File: config.mk
export PLATFORM = sky130hd
export DESIGN_NAME = tdm_demux_8_1
export DESIGN_NICKNAME = d
export VERILOG_FILES = /design/src/rtl/tdm_demux_8_1.sv
export SDC_FILE = /design/constraint.sdc
export NUM_CORES = 1
export LEC_CHECK = 0
export CAP_MARGIN = 0
export CORE_MARGIN = 3
export CORE_UTILIZATION = 58
export CTS_BUF_LIST = sky130_fd_sc_hd__clkbuf_2 sky130_fd_sc_hd__clkbuf_4 sky130_fd_sc_hd__clkbuf_8
export DETAILED_ROUTE_END_ITERATION = 6
export DONT_BUFFER_PORTS = 1
export PLACE_DENSITY = 0.82
export SETUP_SLACK_MARGIN = 0.02
export SYNTH_ARGS = -nofsm -noshare
export SYNTH_HDL_FRONTEND = slang
export SYNTH_SLANG_ARGS = --single-unit
File: constraint.sdc
create_clock -name clk -period 1.7 [get_ports clk]
set_input_delay 0.34 -clock clk [delete_from_list [all_inputs] [get_ports clk]]
set_output_delay 0.34 -clock clk [all_outputs]
set_load 0.1 [all_outputs]
File: src/rtl/tdm_demux_8_1.sv
// ============================================================================
// Module   : tdm_demux_8_1
// Purpose  : 8-channel TDM receiver. It locks to the frame sync and presents
//            all slots together, registered, once per complete frame.
// Revision : 1.0 - initial release
// ============================================================================
`default_nettype none

module tdm_demux_8_1 #(
  parameter int WIDTH      = 1,
  parameter int MISS_LIMIT = 3
) (
  input  logic             clk,
  input  logic             rst_n,
  input  logic [WIDTH-1:0] din,
  input  logic             din_valid,
  input  logic             fsync,
  output logic [WIDTH-1:0] o0,
  output logic [WIDTH-1:0] o1,
  output logic [WIDTH-1:0] o2,
  output logic [WIDTH-1:0] o3,
  output logic [WIDTH-1:0] o4,
  output logic [WIDTH-1:0] o5,
  output logic [WIDTH-1:0] o6,
  output logic [WIDTH-1:0] o7,
  output logic [2:0]       s,
  output logic             frame_valid,
  output logic             locked,
  output logic             sync_err
);

  localparam int C_MISS_W = $clog2(MISS_LIMIT + 1);
  localparam logic [C_MISS_W-1:0] C_MISS_LIM = MISS_LIMIT[C_MISS_W-1:0];

  typedef enum logic [0:0] {
    HUNT = 1'b0,
    LOCK = 1'b1
  } state_t;

  state_t                r_state;
  logic [2:0]            r_slot;
  logic [C_MISS_W-1:0]   r_miss;
  logic [WIDTH-1:0]      r_shadow [7];
  logic [WIDTH-1:0]      r_out    [8];
  logic                  r_frame_valid;
  logic                  r_sync_err;

  state_t                w_state_nxt;
  logic [2:0]            w_slot_nxt;
  logic [C_MISS_W-1:0]   w_miss_nxt;
  logic [C_MISS_W-1:0]   w_miss_inc;
  logic                  w_wr_en;
  logic [2:0]            w_wr_idx;
  logic                  w_frame_done;
  logic                  w_sync_err;

  always_comb begin
    w_state_nxt  = r_state;
    w_slot_nxt   = r_slot;
    w_miss_nxt   = r_miss;
    w_miss_inc   = r_miss + 1'b1;
    w_wr_en      = 1'b0;
    w_wr_idx     = 3'd0;
    w_frame_done = 1'b0;
    w_sync_err   = 1'b0;

    if (din_valid) begin
      case (r_state)
        HUNT: begin
          if (fsync) begin
            w_wr_en     = 1'b1;
            w_slot_nxt  = 3'd1;
            w_miss_nxt  = '0;
            w_state_nxt = LOCK;
          end
        end
        LOCK: begin
          if (r_slot == 3'd0) begin
            if (fsync) begin
              w_wr_en    = 1'b1;
              w_slot_nxt = 3'd1;
              w_miss_nxt = '0;
            end else if (w_miss_inc == C_MISS_LIM) begin
              // Final tolerated miss: drop the sample and start hunting again.
              w_sync_err  = 1'b1;
              w_state_nxt = HUNT;
              w_slot_nxt  = 3'd0;
              w_miss_nxt  = '0;
            end else begin
              w_sync_err = 1'b1;
              w_wr_en    = 1'b1;
              w_slot_nxt = 3'd1;
              w_miss_nxt = w_miss_inc;
            end
          end else if (fsync) begin
            // Early sync wins over frame completion, even at slot 7.
            w_sync_err = 1'b1;
            w_wr_en    = 1'b1;
            w_slot_nxt = 3'd1;
            w_miss_nxt = '0;
          end else if (r_slot == 3'd7) begin
            w_frame_done = 1'b1;
            w_slot_nxt   = 3'd0;
          end else begin
            w_wr_en    = 1'b1;
            w_wr_idx   = r_slot;
            w_slot_nxt = r_slot + 3'd1;
          end
        end
        default: w_state_nxt = HUNT;
      endcase
    end
  end

  always_ff @(posedge clk or negedge rst_n) begin
    if (!rst_n) begin
      r_state       <= HUNT;
      r_slot        <= 3'd0;
      r_miss        <= '0;
      r_frame_valid <= 1'b0;
      r_sync_err    <= 1'b0;
      for (int k = 0; k < 7; k++) r_shadow[k] <= '0;
      for (int k = 0; k < 8; k++) r_out[k]    <= '0;
    end else begin
      r_state       <= w_state_nxt;
      r_slot        <= w_slot_nxt;
      r_miss        <= w_miss_nxt;
      r_frame_valid <= w_frame_done;
      r_sync_err    <= w_sync_err;
      for (int k = 0; k < 7; k++) begin
        if (w_wr_en && (w_wr_idx == 3'(k))) r_shadow[k] <= din;
      end
      if (w_frame_done) begin
        for (int k = 0; k < 7; k++) r_out[k] <= r_shadow[k];
        r_out[7] <= din;
      end
    end
  end

  assign o0          = r_out[0];
  assign o1          = r_out[1];
  assign o2          = r_out[2];
  assign o3          = r_out[3];
  assign o4          = r_out[4];
  assign o5          = r_out[5];
  assign o6          = r_out[6];
  assign o7          = r_out[7];
  assign s           = r_slot;
  assign frame_valid = r_frame_valid;
  assign sync_err    = r_sync_err;
  assign locked      = (r_state == LOCK);

endmodule

`default_nettype wire

; ---- Word level (Yosys, flattened, before mapping)
; Index checks and enable logic that the tools add are counted.
[totals]
ff_bits = 23
latchBits = 0
mem_bits_rw = 0
rom_bits = 0
input_bits = 5
output_inout_bits = 14
word_cells = 78
mem_count = 0
[op_classes]
n_addsub = 2
mul = 0
div_mod_pow = 0
n_lt_le_gt_ge = 0
eq_ne = 9
n_shift = 0
mux = 36
n_bitwise = 1
n_reduce_logical = 10
[ops]
columns = operator, n
row1 = $mux 3, 9
row2 = $mux 1, 19
row3 = $eq 3x3->1 const B, 4
row4 = $mux 2, 4
row5 = $logic_and 1x1->1, 7
row6 = $eq 3x2->1 const B, 2
row7 = $logic_not 3->1, 2
row8 = $pmux 3 s2, 1
row9 = $pmux 1 s2, 2
row10 = $pmux 2 s2, 1
row11 = $add 3x1->3 const B, 1
row12 = $eq 3x1->1 const B, 1
row13 = $add 2x1->2 const B, 1
row14 = $eq 2x2->1 const B, 1
row15 = $ne 2x2->1 const B, 1
row16 = $reduce_and 2->1, 1
row17 = $not 1->1, 1

; ---- Longest topological paths before layout
; Gate-level depths: netlist (run 1).
[depth]
ltp_word = 8
ltp_mapped = 7
mapped_depth_nobuf = 7

; ---- Worst setup path before layout (run 1)
; No wires, ideal clock.
[synth_path]
path_kind = reg2reg
from = register r_slot[1], in the netlist s[1]
to = register r_shadow[6] (netlist name)
setup_ns = 0.125
arrival_time_ns = 2.451
slack_ns = -0.876
stages_incl_launch_ff = 7
period_less_slack_ns = 2.576
cell_sequence = dfrtp_1 ha_1 ha_1 nand2b_1 nand3_1 a311oi_2 mux2_4
[synth_between]
elab_chain_len = 8
[synth_rtl]
columns = item, line_no
row1 = start: declaration, 41  ; logic [2:0] r_slot;
row2 = start signal: assignment, 126  ; r_slot <= w_slot_nxt;
row3 = $eq 3x3->1, 101  ; end else if (r_slot == 3'd7) begin
row4 = $mux 3, 101
row5 = $mux 3, 95  ; end else if (fsync) begin
row6 = $mux 3, 78  ; if (r_slot == 3'd0) begin
row7 = $mux 3, 68  ; case (r_state)
row8 = $mux 3, 67  ; if (din_valid) begin
row9 = $logic_not 3->1, 131  ; if (w_wr_en && (w_wr_idx == 3'(k))) r_shadow[k] <= din;
row10 = $logic_and 1x1->1 *, 131
row11 = end signal: indexed assignment, 131
row12 = end: declaration, 43  ; logic [WIDTH-1:0] r_shadow [7];
; Mark *: on every way between the ends. The rest lies on a longest branch, timed or not.
; A chain may end at the register's enable or synchronous reset.

; ---- Worst setup path after layout (run 1)
[layout_path]
from = register r_slot[0], in the netlist s[0]
to = register r_shadow[6] (netlist name)
; Same word-level chain as after synthesis.

==> impl_metrics.py, run 1 <==
metrics = {
    "critical_path": {
        "start_kind": "flop",
        "r2r_setup_slack_ns": -0.13,
        "critPathArrivalTime_ns": 2.05,
        "path_class": "flop to flop",
        "r2r-start": "s[0]",
        "r2r_cells": 6,
        "required_ns": 1.92,
        "cp-end-kind": "flop",
        "r2r-end": "r_shadow[6]",
        "startpoint": "s[0]",
        "cp_max_fo": 4,
    },
    "synth": {
        "synthFlopType": "dfrtp_1",
        "netlist_instances": 89,
        "ys_async_sr_fraction_pct": 100.0,
        "ys_ff_latch": 23,
        "ys_seq_area_share_pct": 49.46,
        "syn_nets": 99,
        "netlist_area_mm2": 0.001164,
        "synth_warnings": 0,
        "ys_types": 33,
        "synth_edf_count": 0,
        "syn_area_per_cell_um2": 13.07,
    },
    "power_and_ir_drop": {
        "powerDensity_mw_per_mm2": 1183,
        "power_frac_seq_pct": 38.6,
        "power.share.combinational_pct": 47.1,
        "peakVddDrop_v": 0.0009132,
        "power.switching_mw": 0.7978,
        "power.internal_mw": 1.123,
        "finalPower_mw": 1.921,
        "switching_share_pct": 41.53,
        "power_frac_clock_pct": 14.3,
        "p_leak_nw": 0.7661,
    },
    "placed_design": {
        "portBuffers": 0,
        "dpl.cell_count": 141,
        "hpwl_um": 1820,
        "gp_congestion": 0.7546,
        "place_ws_ns": -0.1143,
    },
    "layout": {
        "final_util_pct": 90.14,
        "layout_common_cells": "32 x buf_4, 19 x dfrtp_1, 9 x mux2_2",
        "n_antenna_cell": 0,
        "regArea_um2": 585.6,
        "final_cells": 149,
        "fillers": 72,
        "nets": 135,
        "final_common_cell": "buf_4",
        "top_register": "r_shadow",
        "largest_reg_flops": 7,
        "area_growth_pct": 39.57,
        "multi_input_area_um2": 693.2,
        "layout-drive-gt1-share_pct": 66.13,
    },
    "clocking": {
        "clockRootBuffer": "clkbuf_4",
        "cts_sinks": 23,
        "cts_buffer_depth": 2,
        "cts_tree": "yes",
        "ctsHtreeMaxLevel": 1,
        "clkTransAtPathRegs_ns": 0.13,
        "cts_buffers": 3,
        "clock_latency_ns": 0.31,
    },
    "grt": {
        "grt_max_degree": 24,
        "antenna_found_initial": 0,
        "gr-total-overflow": 0,
        "grt_pass1_vias": 1025,
        "grt_first_pass_wirelength_um": 5202,
        "gr-usage-all-layers_pct": 27.47,
    },
    "timing": {
        "drv_slew": 0,
        "finalSetupViolCount": 8,
        "clock-skew-final_ns": 0.003566,
        "relSlewSlack_pct": 31.40,
        "rsz0062_at_grt": "true",
        "fin_ws_ns": -0.1304,
        "hold_viol": 0,
        "max_freq_mhz": 546.3,
        "tightest_slew_ns": 1.026,
        "period_share_pct": 107.7,
        "holdWs_ns": 0.08536,
        "layout_min_cycle_time_ns": 1.830,
    },
    "worst_hold_path": {
        "whs_endpoint": "locked",
        "hold_start": "din_valid",
        "min_path_type": "input pin to flop",
        "hold_path_depth": 1,
    },
    "route": {
        "wl_met3_um": 167,
        "vias": 882,
        "wl_per_cell_um": 19.97,
        "via_per_inst": 5.919,
        "wl_met2_um": 1582,
        "drc": 0,
        "drt_wl_total_um": 2975,
        "final_antenna_net_count": 0,
        "drt_iter0_markers": 18,
        "wl_met1_um": 1148,
        "dr.pass1.iters": 4,
        "highest_layer": "met4",
    },
    "floorplanning": {
        "num_rows": 15,
        "start_util_pct": 64.58,
        "die_w_um": 50.79,
        "die_area_mm2": 0.002580,
        "core_area_mm2": 0.001802,
        "fp.dieH_um": 50.79,
        "io_pins": 19,
    },
    "outcome": {
        "violations": "negative setup slack",
        "status": "finished with violations",
    },
    "flow_run": {
        "max_cap_violations": 0,
    },
}
## critical path, stage by stage, from the launching register on
cell and delay [ns]:
dfrtp_4 0.53, ha_4 0.20, ha_4 0.18, nor2_4 0.11, nand3_2 0.09, a311oi_2 0.31, mux2_4 0.32
## metal layers
metal / up-vias / track usage [%]
met5: - / 0
met4: 0 / 9.865
met3: 8 / 5.045
met2: 34 / 50.65
met1: 450 / 31.24
li1: 390 / -
## timing repair
action / CTS / global route
pin swaps: 3 / 6
setup endpoints to repair: 16 / 17
hold endpoints to repair: 23 / 0
hold buffers: 1 / 0
buffers inserted: 1 / 2
gates resized for setup: 13 / 1
## cell families (layout without fill, tap and decap cells)
family	count (synthesis)	in the layout	share of synthesized area (%)
flip-flops	23	23	49.46
AO/OA/AOI/OAI	11	11	7.204
adder cells (fa/ha/maj)	5	5	5.376
XOR/XNOR	1	1	0.7528
multiplexers	16	16	15.70
buffers and inverters	9	44	4.515
AND/OR/NAND/NOR	24	24	16.99
## stage by stage
stage                     cell area (µm²)  setup TNS [ns]
final                                1624         -0.6348
after global routing                 1624          -1.045
after CTS                            1604         -0.4525
after detailed placement             1489          -1.398
after global placement               1489         -0.7196
after floorplan                      1262          -2.246
## how the worst max path moves through the flow
stage | endpoint | slack, ns | depth (start not counted)
floorplan | r_shadow[2] | -0.23 | 6
global route | r_shadow[1] | -0.16 | 6
detailed placement | o4 | -0.11 | 6
CTS | r_shadow[6] | -0.09 | 6
global placement | r_shadow[2] | -0.10 | 6
finish | r_shadow[6] | -0.13 | 6
## cells in the mapped netlist, types with 2 or more instances
library cell  count  area share [%]
dfrtp_1          23              49
ha_1              5             5.4
a22o_1            3             2.3
nand2b_1          4             2.2
inv_1             6             1.9
nor4_2            2             2.2
nand2_1           2            0.65
a21oi_1           2            0.86
and3_2            2             1.3
nor2_1            3            0.97
mux2_1            3             2.9
o22ai_1           2             1.1
mux2_2           11              11
nor3_1            2            0.86
## power groups by stage
stage / logic, mW / registers, mW / clock network (mW)
6_report: 0.905 / 0.742 / 0.274
5_1_grt: 0.951 / 0.757 / 0.295
3_5_place_dp: 0.768 / 0.744 / 0
4_1_cts: 0.859 / 0.734 / 0.269
3_3_place_gp: 0.737 / 0.736 / 0
2_1_floorplan: 0.346 / 0.961 / 0
## cell type report
class / count / share of cell area [%]
timing repair buffer: 34 / 16.10
inverter: 6 / 1.387
clock buffer: 4 / 1.849
tap: 25 / 1.926
multi-input combinational: 57 / 42.68
sequential: 23 / 36.06
Note: power is estimated with default switching activity, not from simulation.
==> run 2: changes to the inputs <==
--- a/config.mk
+++ b/config.mk
@@ -7,7 +7,7 @@
 export LEC_CHECK = 0
 export CAP_MARGIN = 0
 export CORE_MARGIN = 3
-export CORE_UTILIZATION = 58
+export CORE_UTILIZATION = 60
 export CTS_BUF_LIST = sky130_fd_sc_hd__clkbuf_2 sky130_fd_sc_hd__clkbuf_4 sky130_fd_sc_hd__clkbuf_8
 export DETAILED_ROUTE_END_ITERATION = 6
 export DONT_BUFFER_PORTS = 1
==> constraint.sdc (replaced) <==
create_clock -name clk -period 2.35 [get_ports clk]
set_input_delay 0.47 -clock clk [delete_from_list [all_inputs] [get_ports clk]]
set_output_delay 0.47 -clock clk [all_outputs]
set_load 0.1 [all_outputs]
==> run 2 against run 1 <==
Net effect: the run now ends clean; clock power fell by 35%; wire length fell by 36%; cell count fell by 18%; fmax fell by 9.9%; worst setup slack improved by 0.45 ns; critical endpoint unchanged; largest power group is now sequential cells.
==> impl_metrics.py, run 2 (synthesis results as in run 1) <==
metrics = {
    "critical_path": {
        "r2r-end": "r_shadow[6]",
        "cp-end-kind": "flop",
        "required_ns": 2.55,
        "r2r_setup_slack_ns": 0.32,
        "cp_max_fo": 7,
        "r2r_cells": 6,
        "critPathArrivalTime_ns": 2.23,
        "r2r-start": "s[1]",
        "startpoint": "s[1]",
        "path_class": "flop to flop",
        "start_kind": "flop",
    },
    "route": {
        "final_antenna_net_count": 0,
        "drt_iter0_markers": 5,
        "drt_wl_total_um": 1912,
        "dr.pass1.iters": 4,
        "wl_per_cell_um": 15.67,
        "via_per_inst": 5.885,
        "drc": 0,
        "vias": 718,
    },
    "grt": {
        "grt_max_degree": 24,
        "gr-total-overflow": 0,
        "grt_pass1_vias": 747,
        "antenna_found_initial": 0,
        "gr-usage-all-layers_pct": 17.94,
        "grt_first_pass_wirelength_um": 3422,
    },
    "worst_hold_path": {
        "hold_path_depth": 1,
        "min_path_type": "input pin to flop",
        "hold_start": "din_valid",
        "whs_endpoint": "locked",
    },
    "timing": {
        "layout_min_cycle_time_ns": 2.031,
        "relSlewSlack_pct": 34.14,
        "max_freq_mhz": 492.5,
        "period_share_pct": 86.41,
        "hold_viol": 0,
        "finalSetupViolCount": 0,
        "rsz0062_at_grt": "false",
        "fin_ws_ns": 0.3195,
        "clock-skew-final_ns": 0.005622,
        "tightest_slew_ns": 0.9847,
        "tns_ns": 0,
        "drv_slew": 0,
    },
    "clocking": {
        "cts_buffer_depth": 2,
        "cts_setup_buffers": 0,
        "cts_tree": "yes",
        "clock_latency_ns": 0.31,
        "ctsHtreeMaxLevel": 1,
        "cts_buffers": 3,
        "clockRootBuffer": "clkbuf_4",
        "cts_sinks": 23,
        "clkTransAtPathRegs_ns": 0.11,
    },
    "flow_run": {
        "max_cap_violations": 0,
    },
    "floorplanning": {
        "core_area_mm2": 0.001783,
        "start_util_pct": 65.26,
        "num_rows": 15,
        "die_w_um": 50.04,
        "io_pins": 19,
        "fp.dieH_um": 50.04,
        "die_area_mm2": 0.002504,
    },
    "layout": {
        "area_growth_pct": 7.527,
        "layout-drive-gt1-share_pct": 36.08,
        "largest_reg_flops": 7,
        "n_antenna_cell": 0,
        "nets": 108,
        "layout_common_cells": "20 x dfrtp_1, 11 x mux2_2, 6 x inv_1, 6 x buf_4, 5 x ha_1",
        "final_common_cell": "dfrtp_1",
        "top_register": "r_shadow",
        "fillers": 125,
    },
    "power_and_ir_drop": {
        "powerDensity_mw_per_mm2": 899.9,
        "peakVddDrop_v": 0.0005232,
        "p_leak_nw": 0.5964,
    },
    "placed_design": {
        "gp_congestion": 0.8312,
        "hpwl_um": 1384,
        "portBuffers": 0,
        "place_ws_ns": 0.3428,
    },
    "outcome": {
        "status": "complete, no violations",
    },
}
-- run 2: changes by cell type in the layout (fill, tap and decap cells not counted), sizes merged --
cell    change
clkbuf      -1
clkinv      +1
buf        -27
-- run 2: layer usage --
layer / track usage [%] / share of wire [%]
met5: 0 / 0
met3: 3.021 / 4.7
met1: 23.45 / 46
met4: 9.677 / 3.0
met2: 28.04 / 46
-- run 2: worst max path at each step --
stage | to | slack (ns)
after detailed placement | r_shadow[6] | 0.34
final | r_shadow[6] | 0.32
after floorplan | r_shadow[6] | 0.12
after global placement | r_shadow[6] | 0.38
after global routing | r_shadow[6] | 0.20
after CTS | r_shadow[6] | 0.32
-- run 2: critical path, cell delays in order, from the launching register on --
cell and delay, ns:
dfrtp_2 0.48, ha_1 0.24, ha_1 0.26, nor2_1 0.20, nand3_1 0.13, a311oi_2 0.31
mux2_4 0.32
-- run 2: power breakdown --
part | switching (mW) | internal, mW
Clock | 0.113 | 0.0636
Combinational | 0.265 | 0.131
Sequential | 0.0866 | 0.466
Total | 0.465 | 0.661
-- run 2: what timing repair did --
| item | CTS | global route |
|---|---|---|
| hold endpoints to repair | 23 | 0 |
| resized for setup | 0 | 0 |
| hold buffers | 1 | 0 |
-- run 2: area by class of cell --
cell class                 count  area [µm²]  share of cell area [%]
inverter                       6       22.52                   1.800
tap                           25       31.28                   2.500
sequential                    23       579.3                   46.30
multi-input combinational     57       535.5                   42.80
clock inverter                 1       5.005                  0.4000
timing repair buffer           7       55.05                   4.400
clock buffer                   3       22.52                   1.800
-- run 2: stage by stage --
step	hold slack [ns]	power (mW)	std cells	instance area [µm²]	utilization (%)
after floorplan	0.1744	0.8916	89	1167	-
after global placement	0.1749	0.9325	117	1214	68.07
after detailed placement	0.1750	0.9491	117	1214	68.07
after CTS	0.2244	1.136	122	1251	70.18
after global routing	0.2185	1.191	122	1251	70.18
final	0.2353	1.126	122	1251	70.18
